--- src/rtl/complete_seq_ctrl.sv ---
// complete_seq_ctrl: operator sequencer for the three-block Complete datapath.
// Synchronises the board switches and key, debounces the key into a single
// press pulse, walks a two-operand entry, fires one start pulse to the chosen
// block and then waits for that block's done or a timeout.
module complete_seq_ctrl #(
  parameter int DATA_W          = 8,
  parameter int DEBOUNCE_CYCLES = 500000,
  parameter int TIMEOUT_CYCLES  = 1024
) (
  input  logic              clk,
  input  logic              reset_n,
  input  logic [1:0]        mode,
  input  logic [DATA_W-1:0] data_in,
  input  logic              key_n,
  input  logic [2:0]        done,
  output logic [DATA_W-1:0] op_a,
  output logic [DATA_W-1:0] op_b,
  output logic [2:0]        blk_sel,
  output logic              start,
  output logic              busy,
  output logic              result_valid,
  output logic              timeout_err,
  output logic [2:0]        state_dbg
);

  localparam int DCW = $clog2(DEBOUNCE_CYCLES + 1);
  localparam int TCW = $clog2(TIMEOUT_CYCLES + 1);
  localparam logic [DCW-1:0] DEB_LAST = DCW'(DEBOUNCE_CYCLES - 1);
  localparam logic [TCW-1:0] TMO_LAST = TCW'(TIMEOUT_CYCLES - 1);

  typedef enum logic [2:0] {
    IDLE  = 3'd0,
    GET_B = 3'd1,
    START = 3'd2,
    RUN   = 3'd3,
    DONE  = 3'd4,
    ERR   = 3'd5
  } state_t;

  state_t            state;
  logic [1:0]        mode_p0, mode_p1;
  logic              key_p0, key_p1;
  logic [DATA_W-1:0] data_p0, data_p1;
  logic [DCW-1:0]    deb_cnt;
  logic              deb_level;
  logic              press;
  logic [1:0]        mode_cap;
  logic [TCW-1:0]    tmo_cnt;
  logic              mode_chg;

  // Switch pair to one-hot block select; both 1x codes address block 3.
  function automatic logic [2:0] mode_to_sel(input logic [1:0] m);
    logic [2:0] sel;
    if (m[1])      sel = 3'b100;
    else if (m[0]) sel = 3'b010;
    else           sel = 3'b001;
    return sel;
  endfunction

  // Two-flop synchronisers for the control inputs; key idles released (1).
  always_ff @(posedge clk or negedge reset_n) begin
    if (!reset_n) begin
      mode_p0 <= 2'b00;
      mode_p1 <= 2'b00;
      key_p0  <= 1'b1;
      key_p1  <= 1'b1;
    end else begin
      mode_p0 <= mode;
      mode_p1 <= mode_p0;
      key_p0  <= key_n;
      key_p1  <= key_p0;
    end
  end

  // Two-flop synchroniser for the operand switches; only read at latch events.
  always_ff @(posedge clk) begin
    data_p0 <= data_in;
    data_p1 <= data_p0;
  end

  // Debounce: accept a new key level once it has differed for DEBOUNCE_CYCLES
  // consecutive clocks; a 1->0 acceptance emits a one-cycle press.
  always_ff @(posedge clk or negedge reset_n) begin
    if (!reset_n) begin
      deb_cnt   <= '0;
      deb_level <= 1'b1;
      press     <= 1'b0;
    end else begin
      press <= 1'b0;
      if (key_p1 == deb_level) begin
        deb_cnt <= '0;
      end else if (deb_cnt == DEB_LAST) begin
        deb_cnt   <= '0;
        deb_level <= key_p1;
        press     <= ~key_p1;
      end else begin
        deb_cnt <= deb_cnt + DCW'(1);
      end
    end
  end

  assign mode_chg  = (mode_p1 != mode_cap);
  assign state_dbg = state;

  // Sequencer FSM with registered status outputs; a mode change outside IDLE
  // aborts and takes priority over any press in the same cycle.
  always_ff @(posedge clk or negedge reset_n) begin
    if (!reset_n) begin
      state        <= IDLE;
      op_a         <= '0;
      op_b         <= '0;
      blk_sel      <= 3'b001;
      mode_cap     <= 2'b00;
      tmo_cnt      <= '0;
      start        <= 1'b0;
      busy         <= 1'b0;
      result_valid <= 1'b0;
      timeout_err  <= 1'b0;
    end else begin
      start <= 1'b0;
      if (state != IDLE && mode_chg) begin
        state        <= IDLE;
        op_a         <= '0;
        op_b         <= '0;
        tmo_cnt      <= '0;
        busy         <= 1'b0;
        result_valid <= 1'b0;
        timeout_err  <= 1'b0;
      end else begin
        case (state)
          IDLE: begin
            blk_sel  <= mode_to_sel(mode_p1);
            mode_cap <= mode_p1;
            if (press) begin
              op_a  <= data_p1;
              state <= GET_B;
            end
          end
          GET_B: begin
            if (press) begin
              op_b  <= data_p1;
              state <= START;
              start <= 1'b1;
              busy  <= 1'b1;
            end
          end
          START: begin
            tmo_cnt <= '0;
            state   <= RUN;
          end
          RUN: begin
            if ((done & blk_sel) != 3'b000) begin
              state        <= DONE;
              busy         <= 1'b0;
              result_valid <= 1'b1;
            end else if (tmo_cnt == TMO_LAST) begin
              state       <= ERR;
              busy        <= 1'b0;
              timeout_err <= 1'b1;
            end else begin
              tmo_cnt <= tmo_cnt + TCW'(1);
            end
          end
          DONE, ERR: begin
            if (press) begin
              state        <= IDLE;
              op_a         <= '0;
              op_b         <= '0;
              result_valid <= 1'b0;
              timeout_err  <= 1'b0;
            end
          end
          default: begin
            state        <= IDLE;
            busy         <= 1'b0;
            result_valid <= 1'b0;
            timeout_err  <= 1'b0;
          end
        endcase
      end
    end
  end

endmodule
--- config.mk ---
export PLATFORM = sky130hd
export DESIGN_NAME = complete_seq_ctrl
export DESIGN_NICKNAME = d
export VERILOG_FILES = /design/src/rtl/complete_seq_ctrl.sv
export SDC_FILE = /design/constraint.sdc
export NUM_CORES = 1
export LEC_CHECK = 0
export CAP_MARGIN = 20
export CORE_MARGIN = 3
export CORE_UTILIZATION = 40
export CTS_BUF_LIST = sky130_fd_sc_hd__clkbuf_4
export DETAILED_ROUTE_END_ITERATION = 7
export PLACE_DENSITY = 0.57
export SLEW_MARGIN = 20
export SYNTH_ARGS = -nofsm -noshare
export SYNTH_HDL_FRONTEND = slang
export SYNTH_SLANG_ARGS = --single-unit
--- constraint.sdc ---
create_clock -name clk -period 2.26 [get_ports clk]
set_clock_uncertainty 0.1 [all_clocks]
set_input_delay 0.339 -clock clk [delete_from_list [all_inputs] [get_ports clk]]
set_output_delay 0.339 -clock clk [all_outputs]
set_load 0.005 [all_outputs]
==> impl_metrics.ini <==
[setup_path]
cpPeakStageDelay_ns = 0.59
startpoint = state_dbg[1]
cp_max_fo = 13
reg2reg_from = tmo_cnt[0]
cp-end-kind = primary output
criticalPathCategory = register to primary output
cp_cell_sequence = clkdlybuf4s50_1
crit_arrival_ns = 1.58
cp_slowest_cell = dfrtp_1
cp.required_ns = 1.82
critPathTopFamily = flip-flops
start_kind = register
critPathBufInv = 1

[synth]
synth_edf_count = 0
postSynth.asyncResetShare = 0.802
synth_fp_nets = 311
synth_top_area_share = 0.454
synth_top_cell_by_area = dfrtp_1
yosysWarnings = 0
synth_seq_area_share = 0.580
synth-seq-cells = 81
synth_area_per_cell_um2 = 11.5
ys.flop_type = dfrtp_1
netlist_area_um2 = 3360
syn_inst = 293
synthTopCellsByArea = dfrtp_1 (45%), dfxtp_1 (9.5%), mux2_2 (6.7%)
synthDistinctLibCells = 59

[power_and_ir_drop]
p_per_area_nw_per_um2 = 695
p_comb_frac = 0.101
peakVddDrop_mv = 0.397
p_leak_nw = 1.78
pwr-share-seq = 0.545
p_clk_frac = 0.354
switching_share = 0.243
p_switching_mw = 0.701
p_int_mw = 2.19
p_total_mw = 2.89

[final_layout]
regArea_um2 = 1950
n_antenna_cell = 0
fill_cells = 756
nets = 371
syn_to_final_growth_pct = 23.6
drive_gt1_frac = 0.196
utilization = 0.524
multiInputGateArea_um2 = 1350

[timing]
fin_crit_sh = 0.894
setup_ws_ns = 0.240
hold_ws_ns = 0.220
setup_viol = 0
fin_crit_ns = 2.02
rsz0062_at_grt = false
fmax_ghz = 0.495
final.setup.tns_ns = 0
hold_viol_final = 0
final_max_slew_viol_count = 0
slew_headroom = 0.611
tightest_slew_ns = 0.584

[status]
status = complete, no violations

[die]
die_w_um = 97.7
die_h_um = 97.7
io_pins = 42
row_count = 32
coreArea_um2 = 7930
start_util = 0.424
dieArea_um2 = 9540

[global_routing]
grt_use_total = 0.146
antenna_found_initial = 0
grt_start_max_net_pins = 66
grt_pass1_vias = 2368
grt_overflow = 0
grt_first_pass_wirelength_mm = 11.3

[routing]
drc_errors = 0
drt_iter0_markers = 77
vias = 2388
firstDrtPassIters = 4
drt-wirelength-per-cell_um = 14.1
wl_mm = 6.49
viasPerCell = 5.19
antenna_left = 0

[cts]
insertion_delay_ns = 0.42
cts_tree = done
clock_tree.root_cell = clkbuf_4
cts_max_level = 3
cts_buffers = 9
clockBufferDepth = 2
cts.sinks = 81
clkTransAtPathRegs_ns = 0.14

[placement]
hpwl_mm = 4.48
io_buffers = 41
place_ws_ns = 0.140
place_congestion = 0.835

[worst_hold_path]
hp-start = key_n
holdCritPathClass = input port to register

[flow_run]
maxCapViolCount = 0
## logic make-up after synthesis
| group | share of synthesized area |
|---|---|
| mux | 0.0670 |
| xor+xnor | 0.0521 |
| fa+ha+maj | 0.00744 |
| flops | 0.580 |
| buf+inv | 0.0197 |
| compound gates | 0.113 |
| simple gates | 0.160 |
## placed cells by master, fill, tap and decap left out, types with 3 or more instances in the layout
cell	n
and2_1	9
o21ai_0	7
inv_6	4
buf_4	14
clkbuf_4	9
mux2_2	20
a31oi_1	7
and3_1	3
dfxtp_1	16
nand2_1	17
nand4_1	7
xnor2_1	9
dfstp_2	4
nor3_1	7
nor2_1	31
xor2_1	11
o21ai_1	3
a21oi_1	10
nand3_1	14
inv_1	5
clkdlybuf4s50_1	40
dfrtp_1	61
## power groups by stage
stage	clock network (mW)	registers (mW)	logic, mW
after CTS	1.06	1.58	0.300
after floorplan	0	1.60	0.0982
final	1.02	1.58	0.292
after detailed placement	0	1.60	0.297
after global routing	1.13	1.59	0.322
after global placement	0	1.60	0.294
## stage by stage
stage	instances	instance area (µm²)
2_1_floorplan	293	3360
3_3_place_gp	443	3970
3_5_place_dp	443	3970
4_1_cts	460	4160
5_1_grt	460	4160
6_report	460	4160
## cell type report
cell class / instances / area share
clock buffer: 9 / 0.0163
inverter: 5 / 0.00451
clock inverter: 7 / 0.0256
tap: 102 / 0.0307
sequential: 81 / 0.469
multi-input combinational: 199 / 0.324
timing repair buffer: 57 / 0.130
## per-layer routing
| metal | GRT usage | share of wire | wire length, µm |
|---|---|---|---|
| met3 | 0.0416 | 0.049 | 317 |
| met1 | 0.198 | 0.48 | 3120 |
| met4 | 0.0543 | 0.015 | 100 |
| met5 | 0 | 0 | 0 |
| met2 | 0.221 | 0.45 | 2950 |
## path summary, 6_finish.rpt
check	cells past startpoint	slack (ns)	end
min in group asynchronous	3	0.35	tmo_cnt[4]
min reg2reg	0	0.24	data_p1[7]
max	1	0.24	state_dbg[1]
min	1	0.22	key_p0
max reg2reg	5	0.26	busy
max in group asynchronous	3	1.36	key_p0
## repair_timing
action	in CTS	in global routing
endpoints found under the hold margin	61	0
hold buffers	1	0
setup buffers	0	0
gates resized for setup	0	0
## synth_stat cells (3+ instances only)
| library cell | count |
|---|---|
| mux2_2 | 20 |
| nor2_1 | 31 |
| and3_1 | 3 |
| o21ai_0 | 7 |
| a21oi_1 | 10 |
| a31oi_1 | 7 |
| and2_1 | 9 |
| nand3_1 | 14 |
| xor2_1 | 11 |
| xnor2_1 | 9 |
| dfxtp_1 | 16 |
| nand4_1 | 7 |
| nor3_1 | 7 |
| dfrtp_1 | 61 |
| nand2_1 | 17 |
| clkbuf_1 | 3 |
| o21ai_1 | 3 |
| dfstp_2 | 4 |
| inv_1 | 5 |
## registers in the layout, summed over array words and instances, names as in the netlist, 2 cells and up
name and cells:
mode_p1 2, op_a 8, op_b 8, tmo_cnt 11, data_p0 8, state_dbg 3, blk_sel 3, mode_p0 2
data_p1 8, deb_cnt 19
No activity file was read; power rests on OpenSTA's default activity.
